==> src/rtl/pul_profile_pkg.sv <==
// Shared types and width constants for the pulse-profile feeder.
package pul_profile_pkg;

  // Generator sequencing: ramp up, ramp down, then wait for the consumer to empty the FIFO.
  typedef enum logic [1:0] {
    ST_IDLE  = 2'd0,
    ST_ACCEL = 2'd1,
    ST_DECEL = 2'd2,
    ST_DRAIN = 2'd3
  } state_t;

  localparam int W_DEFAULT = 32;  // period word width
  localparam int STEP_W    = 32;  // total pulse count width
  localparam int IDX_W     = 16;  // accel_end / decel_begin index width

endpackage

==> src/rtl/pul_profile_feeder_if.sv <==
// Bus between the pulse controller (master) and the profile feeder (slave):
// move configuration, abort, and the read/pul_value word stream with status flags.
interface pul_profile_feeder_if
  import pul_profile_pkg::*;
#(
  parameter int W = W_DEFAULT
);
  logic              cfg_load;
  logic              abort;
  logic [STEP_W-1:0] step;
  logic [IDX_W-1:0]  accel_end;
  logic [IDX_W-1:0]  decel_begin;
  logic [W-1:0]      period_start;
  logic [W-1:0]      period_min;
  logic [W-1:0]      period_delta;
  logic              read;
  logic [W-1:0]      pul_value;
  logic              empty;
  logic              busy;
  logic              done;
  logic              underrun;
  logic              cfg_err;

  modport master (
    output cfg_load, abort, step, accel_end, decel_begin,
           period_start, period_min, period_delta, read,
    input  pul_value, empty, busy, done, underrun, cfg_err
  );

  modport slave (
    input  cfg_load, abort, step, accel_end, decel_begin,
           period_start, period_min, period_delta, read,
    output pul_value, empty, busy, done, underrun, cfg_err
  );
endinterface

==> src/rtl/pul_fifo_sync.sv <==
// Synchronous FIFO, DEPTH x W, with a registered read port (data appears the
// cycle after a pop) and a flush that clears pointers but keeps the last read word.
module pul_fifo_sync #(
  parameter  int DEPTH = 8,
  parameter  int W     = 32,
  localparam int AW    = $clog2(DEPTH),
  localparam int CW    = AW + 1
) (
  input  logic          clk,
  input  logic          rst_n,
  input  logic          i_flush,
  input  logic          i_push,
  input  logic [W-1:0]  i_wdata,
  input  logic          i_pop,
  output logic [W-1:0]  o_rdata,
  output logic          o_empty,
  output logic          o_full,
  output logic [CW-1:0] o_count
);
  logic [W-1:0]  r_mem [DEPTH];
  logic [AW-1:0] r_wr_ptr;
  logic [AW-1:0] r_rd_ptr;
  logic [CW-1:0] r_count;
  logic [W-1:0]  r_rdata;
  logic          w_wr;
  logic          w_rd;

  assign o_empty = (r_count == '0);
  assign o_full  = (r_count == CW'(DEPTH));
  assign o_count = r_count;
  assign o_rdata = r_rdata;

  // A pop frees a slot in the same cycle, so a push into a full FIFO is accepted alongside it.
  assign w_rd = i_pop && !o_empty && !i_flush;
  assign w_wr = i_push && !i_flush && (!o_full || w_rd);

  // Storage array kept reset-free so it maps onto block RAM.
  always_ff @(posedge clk) begin
    if (w_wr) r_mem[r_wr_ptr] <= i_wdata;
  end

  // Pointer/occupancy bookkeeping and the registered read word.
  always_ff @(posedge clk or negedge rst_n) begin
    if (!rst_n) begin
      r_wr_ptr <= '0;
      r_rd_ptr <= '0;
      r_count  <= '0;
      r_rdata  <= '0;
    end else if (i_flush) begin
      r_wr_ptr <= '0;
      r_rd_ptr <= '0;
      r_count  <= '0;
    end else begin
      if (w_wr) r_wr_ptr <= r_wr_ptr + AW'(1);
      if (w_rd) begin
        r_rd_ptr <= r_rd_ptr + AW'(1);
        r_rdata  <= r_mem[r_rd_ptr];
      end
      case ({w_wr, w_rd})
        2'b10:   r_count <= r_count + CW'(1);
        2'b01:   r_count <= r_count - CW'(1);
        default: r_count <= r_count;
      endcase
    end
  end
endmodule

==> src/rtl/pul_profile_feeder.sv <==
// Expands a trapezoidal move into acceleration and deceleration period words
// and feeds them to the pulse controller through a small FIFO. The plateau is
// not streamed; the controller keeps using the last acceleration word.
module pul_profile_feeder
  import pul_profile_pkg::*;
#(
  parameter int DEPTH = 8,
  parameter int W     = W_DEFAULT
) (
  input  logic          clk,
  input  logic          rst_n,
  pul_profile_feeder_if.slave bus
);
  localparam int CW = $clog2(DEPTH) + 1;

  state_t            r_state;
  logic [IDX_W-1:0]  r_accel_end;
  logic [STEP_W-1:0] r_dec_cnt;
  logic [W-1:0]      r_start;
  logic [W-1:0]      r_min;
  logic [W-1:0]      r_delta;
  logic [IDX_W-1:0]  r_k;
  logic [STEP_W-1:0] r_j;
  logic [W-1:0]      r_cur;
  logic              r_done;
  logic              r_underrun;
  logic              r_cfg_err;

  logic              w_pop;
  logic              w_push;
  logic              w_full;
  logic              w_empty;
  logic [CW-1:0]     w_count;
  logic [W-1:0]      w_rdata;
  logic              w_cfg_bad;
  logic              w_last_accel;
  logic              w_last_decel;

  // Step down by d but never below lo; the extra top bit catches a wrap past zero.
  function automatic logic [W-1:0] sat_sub(input logic [W-1:0] a, input logic [W-1:0] d,
                                           input logic [W-1:0] lo);
    logic [W:0] diff;
    diff = {1'b0, a} - {1'b0, d};
    if (diff[W] || (diff < {1'b0, lo})) return lo;
    return diff[W-1:0];
  endfunction

  // Step up by d but never above hi; computed one bit wider so overflow cannot wrap.
  function automatic logic [W-1:0] sat_add(input logic [W-1:0] a, input logic [W-1:0] d,
                                           input logic [W-1:0] hi);
    logic [W:0] sum;
    sum = {1'b0, a} + {1'b0, d};
    if (sum > {1'b0, hi}) return hi;
    return sum[W-1:0];
  endfunction

  assign w_cfg_bad = (bus.decel_begin < bus.accel_end) ||
                     (STEP_W'(bus.decel_begin) > bus.step) ||
                     (bus.period_min > bus.period_start);

  // Counters are only compared while their phase is active, so the terminal count is >= 1.
  assign w_last_accel = (r_k == r_accel_end - IDX_W'(1));
  assign w_last_decel = (r_j == r_dec_cnt - STEP_W'(1));

  assign w_pop  = bus.read && !w_empty && !bus.abort;
  assign w_push = ((r_state == ST_ACCEL) || (r_state == ST_DECEL)) && !bus.abort &&
                  (!w_full || w_pop);

  pul_fifo_sync #(
    .DEPTH (DEPTH),
    .W     (W)
  ) u_fifo (
    .clk     (clk),
    .rst_n   (rst_n),
    .i_flush (bus.abort),
    .i_push  (w_push),
    .i_wdata (r_cur),
    .i_pop   (w_pop),
    .o_rdata (w_rdata),
    .o_empty (w_empty),
    .o_full  (w_full),
    .o_count (w_count)
  );

  assign bus.pul_value = w_rdata;
  assign bus.empty     = w_empty;
  assign bus.busy      = (r_state != ST_IDLE);
  assign bus.done      = r_done;
  assign bus.underrun  = r_underrun;
  assign bus.cfg_err   = r_cfg_err;

  // Move sequencer: latches the configuration, walks the ramps with r_cur as the
  // next word to push, and signals completion when the consumer drains the FIFO.
  always_ff @(posedge clk or negedge rst_n) begin
    if (!rst_n) begin
      r_state     <= ST_IDLE;
      r_accel_end <= '0;
      r_dec_cnt   <= '0;
      r_start     <= '0;
      r_min       <= '0;
      r_delta     <= '0;
      r_k         <= '0;
      r_j         <= '0;
      r_cur       <= '0;
      r_done      <= 1'b0;
      r_underrun  <= 1'b0;
      r_cfg_err   <= 1'b0;
    end else begin
      r_done <= 1'b0;
      if (bus.read && w_empty) r_underrun <= 1'b1;

      if (bus.abort) begin
        r_state <= ST_IDLE;
      end else begin
        case (r_state)
          ST_IDLE: begin
            if (bus.cfg_load) begin
              r_underrun <= 1'b0;
              if (w_cfg_bad) begin
                r_cfg_err <= 1'b1;
              end else begin
                r_cfg_err   <= 1'b0;
                r_accel_end <= bus.accel_end;
                r_dec_cnt   <= bus.step - STEP_W'(bus.decel_begin);
                r_start     <= bus.period_start;
                r_min       <= bus.period_min;
                r_delta     <= bus.period_delta;
                r_k         <= '0;
                r_j         <= '0;
                if (bus.accel_end != '0) begin
                  r_cur   <= bus.period_start;
                  r_state <= ST_ACCEL;
                end else begin
                  // No ramp-up: the plateau is period_start itself.
                  r_cur   <= sat_add(bus.period_start, bus.period_delta, bus.period_start);
                  r_state <= (bus.step == STEP_W'(bus.decel_begin)) ? ST_DRAIN : ST_DECEL;
                end
              end
            end
          end
          ST_ACCEL: begin
            if (w_push) begin
              r_k <= r_k + IDX_W'(1);
              if (w_last_accel) begin
                // r_cur is the plateau word; the first decel word is one delta above it.
                r_cur   <= sat_add(r_cur, r_delta, r_start);
                r_state <= (r_dec_cnt == '0) ? ST_DRAIN : ST_DECEL;
              end else begin
                r_cur <= sat_sub(r_cur, r_delta, r_min);
              end
            end
          end
          ST_DECEL: begin
            if (w_push) begin
              r_j   <= r_j + STEP_W'(1);
              r_cur <= sat_add(r_cur, r_delta, r_start);
              if (w_last_decel) r_state <= ST_DRAIN;
            end
          end
          ST_DRAIN: begin
            if (w_empty || (w_pop && (w_count == CW'(1)))) begin
              r_done  <= 1'b1;
              r_state <= ST_IDLE;
            end
          end
          default: r_state <= ST_IDLE;
        endcase
      end
    end
  end
endmodule

==> src/flat_wrapper.sv <==
// flat-port wrapper written by rule: the top's interface ports become plain ports
module pul_profile_feeder_flat import pul_profile_pkg::*;
#(
  parameter int DEPTH = 8,
  parameter int W     = W_DEFAULT
)
  (clk, rst_n, bus_cfg_load, bus_abort, bus_step, bus_accel_end, bus_decel_begin, bus_period_start, bus_period_min, bus_period_delta, bus_read, bus_pul_value, bus_empty, bus_busy, bus_done, bus_underrun, bus_cfg_err);
  pul_profile_feeder_if #(.W(W)) bus_i ();
  input  logic clk;
  input  logic rst_n;
  input wire logic [$bits(bus_i.cfg_load)-1:0] bus_cfg_load;
  input wire logic [$bits(bus_i.abort)-1:0] bus_abort;
  input wire logic [$bits(bus_i.step)-1:0] bus_step;
  input wire logic [$bits(bus_i.accel_end)-1:0] bus_accel_end;
  input wire logic [$bits(bus_i.decel_begin)-1:0] bus_decel_begin;
  input wire logic [$bits(bus_i.period_start)-1:0] bus_period_start;
  input wire logic [$bits(bus_i.period_min)-1:0] bus_period_min;
  input wire logic [$bits(bus_i.period_delta)-1:0] bus_period_delta;
  input wire logic [$bits(bus_i.read)-1:0] bus_read;
  output wire logic [$bits(bus_i.pul_value)-1:0] bus_pul_value;
  output wire logic [$bits(bus_i.empty)-1:0] bus_empty;
  output wire logic [$bits(bus_i.busy)-1:0] bus_busy;
  output wire logic [$bits(bus_i.done)-1:0] bus_done;
  output wire logic [$bits(bus_i.underrun)-1:0] bus_underrun;
  output wire logic [$bits(bus_i.cfg_err)-1:0] bus_cfg_err;
  assign bus_i.cfg_load = bus_cfg_load;
  assign bus_i.abort = bus_abort;
  assign bus_i.step = bus_step;
  assign bus_i.accel_end = bus_accel_end;
  assign bus_i.decel_begin = bus_decel_begin;
  assign bus_i.period_start = bus_period_start;
  assign bus_i.period_min = bus_period_min;
  assign bus_i.period_delta = bus_period_delta;
  assign bus_i.read = bus_read;
  assign bus_pul_value = bus_i.pul_value;
  assign bus_empty = bus_i.empty;
  assign bus_busy = bus_i.busy;
  assign bus_done = bus_i.done;
  assign bus_underrun = bus_i.underrun;
  assign bus_cfg_err = bus_i.cfg_err;
  pul_profile_feeder #(.DEPTH(DEPTH), .W(W)) u_core (.clk(clk), .rst_n(rst_n), .bus(bus_i));
endmodule
==> config.mk <==
export PLATFORM = sky130hd
export DESIGN_NAME = pul_profile_feeder_flat
export DESIGN_NICKNAME = d
export VERILOG_FILES = /design/src/rtl/pul_profile_pkg.sv /design/src/rtl/pul_profile_feeder_if.sv /design/src/rtl/pul_fifo_sync.sv /design/src/rtl/pul_profile_feeder.sv /design/src/flat_wrapper.sv
export SDC_FILE = /design/constraint.sdc
export NUM_CORES = 1
export LEC_CHECK = 0
export CAP_MARGIN = 5
export CELL_PAD_IN_SITES_DETAIL_PLACEMENT = 2
export CELL_PAD_IN_SITES_GLOBAL_PLACEMENT = 2
export CORE_MARGIN = 5
export CORE_UTILIZATION = 36
export CTS_CLUSTER_DIAMETER = 120
export DETAILED_ROUTE_END_ITERATION = 8
export PLACE_DENSITY_LB_ADDON = 0.2
export SYNTH_ARGS = -nofsm -noshare
export SYNTH_HDL_FRONTEND = slang
export SYNTH_SLANG_ARGS = --single-unit
==> constraint.sdc <==
create_clock -name clk -period 5.6 [get_ports clk]
set_input_delay 1.12 -clock clk [delete_from_list [all_inputs] [get_ports clk]]
set_output_delay 1.12 -clock clk [all_outputs]
set_load 0.01 [all_outputs]
# After elaboration in Yosys (flattened, before gate mapping)
# Memories as Yosys holds them, arrays and structs flattened. A register that Yosys moved wholly into a read port is not among the register bits.
# Index checks and enable logic that the tools add are counted.
[totals]
register_bits = 239
ram_bits = 256
inputBits = 165
out_inout_bits = 37
word_cells = 165
n_memories = 1
[classes]
add_sub_neg = 12
magnitude_cmp = 6
eq_ne = 21
muxes = 69
bitwise = 2
reduce_logical = 39
[mem_list]
columns = ["name", "words", "width", "rd", "rd_clocked_by_memory_dff", "write_ports", "line_no", "text"]
rows = [
  ["u_core.u_fifo.r_mem", 8, 32, 1, 1, 1, "pul_fifo_sync.sv:20", "logic [W-1:0] r_mem [DEPTH];"],
]
[ops]
columns = ["cell", "count"]
rows = [
  ["$mux W32", 16],
  ["$pmux W32 S3", 1],
  ["$add A32 B32 Y33", 2],
  ["$gt A33 B32 Y1", 2],
  ["$pmux W32 S2", 1],
  ["$mux W16", 3],
  ["$lt A33 B32 Y1", 1],
  ["$sub A32 B32 Y33", 1],
  ["$add A32 B1 Y32 const B", 1],
  ["$eq A32 B16 Y1", 1],
  ["$eq A32 B32 Y1", 1],
  ["$gt A16 B32 Y1", 1],
  ["$gt A32 B32 Y1", 1],
  ["$logic_not A32 Y1", 1],
  ["$pmux W16 S2", 1],
  ["$sub A32 B1 Y32 const B", 1],
  ["$sub A32 B16 Y32", 1],
  ["$mux W1", 31],
  ["$mux W2", 9],
  ["$add A16 B1 Y16 const B", 1],
  ["$eq A16 B16 Y1", 1],
  ["$lt A16 B16 Y1", 1],
  ["$reduce_bool A16 Y1", 1],
  ["$sub A16 B1 Y16 const B", 1],
  ["other kinds (28)", 68],
]

# Logic depth before layout (Yosys ltp)
# Gate-level depths: netlist (run 1).
[logic_depth]
depth_word = 13
depth_mapped = 25
depth_no_buf = 22

# By module
# From an unflattened synthesis (run 1), not the netlist that was laid out.
[hier_totals]
hier_cells = 3215
area_unflattened_um2 = 32949.1
[modules_own_cells]
columns = ["module", "n_inst", "cells_each", "area_each_um2"]
rows = [
  ["pul_profile_feeder", 1, 2649, 21528.1],
  ["pul_fifo_sync", 1, 566, 11421.0],
]

# Worst setup path before layout (run 1)
# OpenSTA, ideal clock, no wires.
[synth_timing]
kind = "input-to-reg"
start = "input bus_abort"
end = "memory u_core.u_fifo.r_mem[4][0], enable pin"
t_arrival_ns = 5.299
setup_slack_ns = -0.211
path_stages = 5
path_cell_list = "clkbuf_1 -> inv_1 -> o311ai_0 -> clkbuf_1 -> nor4b_1"
[synth_between]
elab_chain_len = 8
elab_cells_between_ends = 12
[synth_rtl]
columns = ["element", "line_no", "text"]
rows = [
  ["from (decl)", "flat_wrapper.sv:12", "input wire logic [$bits(bus_i.abort)-1:0] bus_abort;"],
  ["$logic_not A1 Y1 (*)", "n/a", ""],
  ["$logic_and A1 B1 Y1", "pul_profile_feeder.sv:65", "assign w_pop = bus.read && !w_empty && !bus.abort;"],
  ["$logic_or A1 B1 Y1 or $logic_and A1 B1 Y1 (tied branches)", "pul_profile_feeder.sv:67, pul_fifo_sync.sv:34", ""],
  ["$logic_and A1 B1 Y1, on equally long branches", "pul_profile_feeder.sv:66, pul_fifo_sync.sv:34", ""],
  ["$logic_and A1 B1 Y1 or $logic_or A1 B1 Y1 (tied branches)", "pul_fifo_sync.sv:35", "assign w_wr = i_push && !i_flush && (!o_full || w_rd);"],
  ["$logic_and A1 B1 Y1 (*)", "pul_fifo_sync.sv:35", ""],
  ["$mux W1 (*)", "pul_fifo_sync.sv:39", "if (w_wr) r_mem[r_wr_ptr] <= i_wdata;"],
  ["$mux W1 (not written as such) (*)", "pul_fifo_sync.sv:39", ""],
  ["to (decl)", "pul_fifo_sync.sv:20", ""],
]
# Mark *: on every way between the ends. The rest lies on a longest branch, timed or not.

# Worst setup path in the final report (run 1)
[layout_timing]
start = "input bus_period_delta[0]"
end = "register u_core.r_cur[29]"
[layout_between]
elab_chain_len = 13
[layout_rtl]
columns = ["element", "line_no", "text"]
rows = [
  ["from (decl)", "flat_wrapper.sv:18", "input wire logic [$bits(bus_i.period_delta)-1:0] bus_period_delta;"],
  ["$add A32 B32 Y33 (*)", "pul_profile_feeder.sv:52", "sum = {1'b0, a} + {1'b0, d};"],
  ["$gt A33 B32 Y1", "pul_profile_feeder.sv:53", "if (sum > {1'b0, hi}) return hi;"],
  ["$mux W1", "pul_profile_feeder.sv:53", ""],
  ["$mux W1", "pul_profile_feeder.sv:130", "if (bus.accel_end != '0) begin"],
  ["$mux W1", "pul_profile_feeder.sv:119", "if (w_cfg_bad) begin"],
  ["$mux W1", "pul_profile_feeder.sv:117", "if (bus.cfg_load) begin"],
  ["$mux W1", "pul_profile_feeder.sv:115", "case (r_state)"],
  ["$mux W1", "pul_profile_feeder.sv:112", "if (bus.abort) begin"],
  ["$mux W32 (*)", "pul_profile_feeder.sv:54", "return sum[W-1:0];"],
  ["$mux W32 (*)", "pul_profile_feeder.sv:130", ""],
  ["$mux W32 (*)", "pul_profile_feeder.sv:119", ""],
  ["$mux W32 (*)", "pul_profile_feeder.sv:117", ""],
  ["$pmux W32 S3 (*)", "pul_profile_feeder.sv:115", ""],
  ["to (signal assigned)", "pul_profile_feeder.sv:131", "r_cur <= bus.period_start;"],
  ["to (signal assigned)", "pul_profile_feeder.sv:135", "r_cur <= sat_add(bus.period_start, bus.period_delta, bus.period_start);"],
  ["to (signal assigned)", "pul_profile_feeder.sv:146", "r_cur <= sat_add(r_cur, r_delta, r_start);"],
  ["to (decl)", "pul_profile_feeder.sv:24", "logic [W-1:0] r_cur;"],
]
# Mark *: on every way between the ends. The rest lies on a longest branch, timed or not. The select of a mux whose other input is x is not followed.
# A chain may end at the register's enable or synchronous reset.

==> impl_metrics.toml, run 1 <==
[sta]
clock_skew_ns = 0.01845
max_freq_mhz = 182.8
report.final.slew_viol_count = 0
finalCritPeriodShare = 0.9770
fin_crit_ns = 5.471
worst_pin_slew_ns = 1.192
setup_viol = 0
hold-worst-slack_ns = 0.4424
setup_tns_ns = 0
hold_violations = 0
slew_headroom = 0.2051
rsz0062_at_grt = "true"

[detailed_routing]
wirelength_microns = 138700
vias = 29470
drtIter0Drc = 1909
wl_per_cell_microns = 27.04
drc = 0
viasPerCell = 5.743
drtPass1Iterations = 5
ant_nets = 0

[power_and_ir_drop]
p_comb_frac = 0.645
clkPwrFrac = 0.138
p_leak_nw = 17.51
peakVddDrop_uv = 506.2
switchingPower_mw = 14.01
p_sw_frac = 0.4706
seq_power_share = 0.217
p_int_mw = 15.76
power_density_nw_per_um2 = 700.8

[synth]
syn_inst = 3325
synth_flop_cell = "dfrtp_1"
synthArstFlopShare = 0.5142
syn-cell-area_sq_um = 33700
synth_edf_count = 256
seq_area_frac_synth = 0.4293
ys_ff_latch = 527
ys_warn_count = 0
synth_cell_types = 88
synthesis.nets = 3761
postSynthAreaPerCell_sq_um = 10.14

[flow_run]
cap_violations = 0

[clocking]
cts-buffers-inserted = 60
clk_pin_slew_ns = 0.06
cts_root_buf = "clkbuf_16"
cts_sinks = 527
cts_tree = "done"
cts_htree_levels = 2
clk_latency_ns = 0.67
clockBufferDepth = 3

[critical_path]
worst-path-buf-inv = 5
cp_cell_sequence = "clkdlybuf4s50_1 -> ha_2 -> fa_2 -> a21o_1 -> a31oi_4 -> o21bai_2 -> and3_4 -> or3_1 -> a21oi_2 -> xnor2_1 -> ha_1 -> nand4_1 -> nor4_4 -> buf_4 -> buf_4 -> and4_1 -> a21oi_2 -> a2111oi_4 -> buf_6 -> clkbuf_16 -> mux2_2 -> o221a_2"
path_depth = 22
cp-start-kind = "input pin"
r2r-end = "u_core.r_cur[29]"
path_delay_family = "simple AND/OR/NAND/NOR gates"
max_stage_delay_ns = 0.43
reg2reg_from = "u_core.r_cur[0]"
critical_path_arrival_ns = 6.02
crit_end = "u_core.r_cur[29]"
crit_start = "bus_period_delta[0]"
cp_max_fo = 7
r2r_setup_slack_ns = 0.13
required_ns = 6.15
end_kind = "flip-flop"
crit_path_top_delay_cell = "clkdlybuf4s50_1"
reg2reg_depth = 25
crit_type = "in2reg"

[cells_and_area]
drive_gt1_frac = 0.1981
syn2layout_area_growth_pct = 26.06
final_nets = 4260
seqCellArea_sq_um = 14480
multi_input_area_sq_um = 18330
fillers = 9751

[die]
io-pin-count = 202
start_util = 0.3616
die-area_sq_um = 99830
core_sq_um = 93190
die_h_microns = 316.0
dieWidth_microns = 316.0
rows = 112

[global_routing]
grt_pass1_wl_microns = 207200
antenna_found_initial = 9
grtUsageTotal = 0.2710
grt_pass1_vias = 32800
grt_max_degree = 111
grt-ovfl-total = 0

[place]
portBuffers = 201
dp_hpwl_microns = 106400
gp_congestion = 0.9015

[status]
status = "completed"

[hold_path]
holdCritPathClass = "in2async"
-- layer usage --
layer	track usage	vias up	share of wire
li1	-	13280	-
met1	0.3709	15320	0.45
met2	0.4529	685	0.47
met3	0.03808	186	0.051
met4	0.07422	4	0.028
met5	0	-	0.00021
-- worst min-delay path by stage --
stage | end | cells past startpoint
2_1_floorplan | u_core.r_start[13] | 2
3_3_place_gp | u_core.r_start[21] | 2
3_5_place_dp | u_core.r_start[21] | 2
4_1_cts | u_core.r_dec_cnt[21] | 1
5_1_grt | u_core.r_dec_cnt[18] | 1
6_report | u_core.r_dec_cnt[18] | 1
-- synthesized netlist by cell type (all sizes together) (71+ instances only) --
cell type / count / area, sq um
nor2: 239 / 897.1
mux2: 82 / 923.4
o21ai: 196 / 980.9
xnor2: 106 / 928.4
nand2: 243 / 912.1
ha: 267 / 3341
nand3: 84 / 420.4
inv: 244 / 915.9
nor3: 103 / 526.8
clkbuf: 118 / 445.4
dfrtp: 271 / 6782
edfxtp: 256 / 7687
a21o: 71 / 533.0
a21oi: 246 / 1231
-- layout by cell type (no fill, tap or decap), types with 19 or more instances in the layout --
cell and n:
mux2_2 82, nor2_1 233, a21o_1 71, nand2_1 242
ha_1 265, edfxtp_1 256, nand3_1 84, nor3_1 97
clkdlybuf4s50_1 197, nor4_1 26, a211oi_1 38, clkbuf_16 61
dfrtp_1 267, xnor2_1 102, o31ai_1 23, nand4_1 55
a31oi_1 19, buf_4 371, a21oi_1 232, mux4_2 64
o21ai_0 180, o211ai_1 24, xor2_1 63, mux2i_1 52
o21a_1 25, nand2b_1 23, inv_1 243, and3_1 31
-- final cells by class --
class / instances / share of cell area
clock buffers: 84 / 0.03935
clock inverters: 30 / 0.008512
multi-input cells: 2398 / 0.4315
inverters: 246 / 0.02174
repair buffers: 591 / 0.1211
flip-flops and latches: 527 / 0.3408
diodes: 1 / 0.00005891
well taps: 1254 / 0.03693
-- power by group through the flow --
stage | Sequential (mW) | Combinational [mW] | Clock [mW]
finish | 6.46 | 19.2 | 4.10
detailed placement | 6.51 | 17.7 | 0
CTS | 6.45 | 18.4 | 4.19
global placement | 6.41 | 16.8 | 0
floorplan | 6.08 | 9.78 | 0
global route | 6.58 | 20.5 | 4.36
-- kinds of logic after synthesis --
family,count (synthesis),synth area share
xor+xnor,170,0.04418
flops,527,0.4293
buf+inv,400,0.04567
simple gates,908,0.1296
fa+ha+maj,271,0.1015
compound gates,849,0.1635
mux,200,0.08621
-- stage by stage --
| stage | instance area [sq um] | cells | setup WS [ns] | utilization | power (mW) |
|---|---|---|---|---|---|
| global route | 42480 | 5130 | -0.02991 | 0.4558 | 31.48 |
| CTS | 42030 | 5119 | -0.02448 | 0.4510 | 29.01 |
| detailed placement | 39690 | 4998 | -0.9489 | 0.4260 | 24.21 |
| finish | 42480 | 5131 | 0.1287 | 0.4559 | 29.77 |
| global placement | 39690 | 4998 | -0.7549 | 0.4260 | 23.16 |
| floorplan | 33720 | 3325 | 0.08876 | - | 15.86 |
-- registers in the layout (all words and copies together) (netlist names), 32 cells and up --
| register | flops |
|---|---|
| u_core.r_cur | 32 |
| u_core.r_dec_cnt | 32 |
| u_core.r_delta | 32 |
| u_core.r_j | 32 |
| u_core.r_min | 32 |
| u_core.r_start | 32 |
| u_core.u_fifo.o_rdata | 32 |
| u_core.u_fifo.r_mem | 256 |
-- repair_timing --
item                                    4_1_cts  5_1_grt
setup buffers                                 5       10
pin swaps                                    10       34
endpoints found under the setup margin       32       32
gates resized for setup                      53       77
hold buffers                                  0        0
endpoints found under the hold margin         0        0
cloned                                        2        1
(Power assumes the default switching activity.)
==> run 2, diff against run 1 <==
--- a/config.mk
+++ b/config.mk
@@ -12,7 +12,8 @@
 export CORE_UTILIZATION = 36
 export CTS_CLUSTER_DIAMETER = 120
 export DETAILED_ROUTE_END_ITERATION = 8
-export PLACE_DENSITY_LB_ADDON = 0.2
+export PLACE_DENSITY = 0.75
+export SLEW_MARGIN = 5
 export SYNTH_ARGS = -nofsm -noshare
 export SYNTH_HDL_FRONTEND = slang
 export SYNTH_SLANG_ARGS = --single-unit
==> run 2 against run 1 <==
Net effect: global-route usage decreased by 0.97 points; largest cell class unchanged; die area unchanged; clock skew increased by 0.029 ns; critical path type is now reg2reg.
==> impl_metrics.toml, run 2 (synthesis results as in run 1) <==
[clocking]
cts_tree = "done"
cts_sinks = 527
clk_pin_slew_ns = 0.06
cts_root_buf = "clkbuf_16"
ctsHoldBuffers = 0
cts-buffers-inserted = 58
clockBufferDepth = 3
cts_htree_levels = 2
clk_latency_ns = 0.67

[cells_and_area]
layout_common_cells = "buf_4 (348), ha_1 (263), dfrtp_1 (261), edfxtp_1 (256)"
syn2layout_area_growth_pct = 25.25
fin_area_sq_um = 42210
largest_reg_flops = 256
finalNonFillerCells = 5101
drive_gt1_frac = 0.1927
layout_commonest_cell = "buf_4"
regMostFlops = "u_core.u_fifo.r_mem"
multi_input_area_sq_um = 18340
fillers = 9777
seqCellArea_sq_um = 14480
fin_util = 0.4530
final_nets = 4235

[critical_path]
r2r-end = "u_core.r_cur[29]"
r2r_setup_slack_ns = 0.06
cp_max_fo = 5
end_kind = "flip-flop"
reg2reg_from = "u_core.r_cur[0]"
cp-start-kind = "flip-flop"
reg2reg_depth = 24
crit_start = "u_core.r_cur[0]"
crit_end = "u_core.r_cur[29]"
critical_path_arrival_ns = 6.15
required_ns = 6.21
crit_type = "reg2reg"

[place]
dp.cells = 4974
gp_congestion = 0.9289
portBuffers = 201
placed_cell_area_sq_um = 39530
dp_hpwl_microns = 103500
dp_slack_ns = -0.9402

[sta]
hold_violations = 0
rsz0062_at_grt = "true"
fin_crit_ns = 5.543
report.final.slew_viol_count = 0
max_freq_mhz = 180.4
worst_pin_slew_ns = 1.069
slew_headroom = 0.2810
finalCritPeriodShare = 0.9898
setup_viol = 0
layout_setup_ws_ns = 0.05688
clock_skew_ns = 0.04774

[detailed_routing]
vias = 29020
viasPerCell = 5.689
drtPass1Iterations = 5
drtIter0Drc = 1761
drc = 0
wirelength_microns = 133600
ant_nets = 0
wl_per_cell_microns = 26.20

[hold_path]
holdCritPathClass = "in2async"

[power_and_ir_drop]
peakVddDrop_uv = 615.9
power_density_nw_per_um2 = 685.1
p_leak_nw = 17.37

[flow_run]
cap_violations = 0

[status]
status = "completed"

[die]
die-area_sq_um = 99830
core_sq_um = 93190
die_h_microns = 316.0
start_util = 0.3616
dieWidth_microns = 316.0
rows = 112
io-pin-count = 202

[global_routing]
grt_max_degree = 152
antenna_found_initial = 5
grt_pass1_vias = 32110
grtUsageTotal = 0.2613
grt_pass1_wl_microns = 200700
grt-ovfl-total = 0
==> run 2: changes by cell type in the layout (fill, tap and decap cells not counted), sizes merged <==
cell           previous run  this run
clkinv                   19        25
bufinv                    5         3
dlymetal6s2s              3         1
clkbuf                   85        80
clkdlybuf4s50           197       199
bufbuf                    0         1
buf                     390       366
clkinvlp                  6         0
==> run 2: worst min path at each step <==
stage | start | endpoint | slack (ns) | cells after the start
final | rst_n | u_core.r_accel_end[12] | 0.48 | 2
after global routing | rst_n | u_core.r_accel_end[12] | 0.52 | 2
after CTS | u_core.r_start[1] | u_core.r_start[1] | 0.50 | 2
after detailed placement | u_core.r_start[1] | u_core.r_start[1] | 0.48 | 2
after global placement | u_core.r_start[9] | u_core.r_start[9] | 0.46 | 2
after floorplan | u_core.r_start[13] | u_core.r_start[13] | 0.45 | 2
==> run 2: metal layers <==
metal	part of all wire	up-vias	GRT usage
met3	0.042	151	0.03107
li1	-	13220	-
met1	0.46	15070	0.3687
met2	0.47	582	0.4317
met5	0	-	0
met4	0.025	0	0.06357
==> run 2: per-stage QoR <==
step	hold slack, ns	TNS, ns	total power [mW]
2_1_floorplan	0.4498	0	15.86
3_3_place_gp	0.4642	-19.62	22.60
3_5_place_dp	0.4821	-24.03	23.73
4_1_cts	0.4953	0	28.15
5_1_grt	0.5168	-0.5101	30.63
6_report	0.4779	0	28.92
==> run 2: power breakdown <==
part,switching (mW),leakage [nW],internal (mW)
Clock,1.69,0.942,2.18
Sequential,1.30,5.62,5.28
Combinational,10.6,10.8,7.85
Total,13.6,17.4,15.3
==> run 2: worst max-delay path, stage by stage (launching register included) <==
cell and delay [ns]:
dfrtp_1 0.44, ha_2 0.21, inv_1 0.08, fa_2 0.24
nor2_1 0.09, o311a_1 0.37, or4b_4 0.58, nand2_4 0.10
o21ai_2 0.10, a21oi_2 0.20, mux2_2 0.37, nor3_2 0.17
ha_1 0.27, a21oi_1 0.14, o221ai_1 0.16, a31oi_1 0.34
o221ai_2 0.18, nor3_4 0.19, nor2_4 0.08, a21oi_2 0.15
buf_6 0.15, buf_6 0.13, nand2_1 0.05, o211ai_1 0.38
o221a_2 0.28
==> run 2: final cells by class <==
type                            count  area share
Clock buffer                       79     0.03862
Antenna cell                        1  0.00005928
Tap cell                         1254     0.03717
Inverter                          246     0.02188
Sequential cell                   527      0.3431
Multi-Input combinational cell   2398      0.4344
Timing Repair Buffer              568      0.1179
Clock inverter                     28    0.006788
==> run 2: what timing repair did <==
action,CTS,global route
endpoints found under the setup margin,32,32
gates cloned,1,1
resized for setup,52,78
buffers inserted,4,15
pin swaps,14,50
==> run 3, diff against run 2 <==
--- a/config.mk
+++ b/config.mk
@@ -12,6 +12,7 @@
 export CORE_UTILIZATION = 36
 export CTS_CLUSTER_DIAMETER = 120
 export DETAILED_ROUTE_END_ITERATION = 8
+export HOLD_SLACK_MARGIN = 0.02
 export PLACE_DENSITY = 0.75
 export SLEW_MARGIN = 5
 export SYNTH_ARGS = -nofsm -noshare
==> results of run 3 <==
The final DEF is identical to that of run 2; final timing and power are the same.
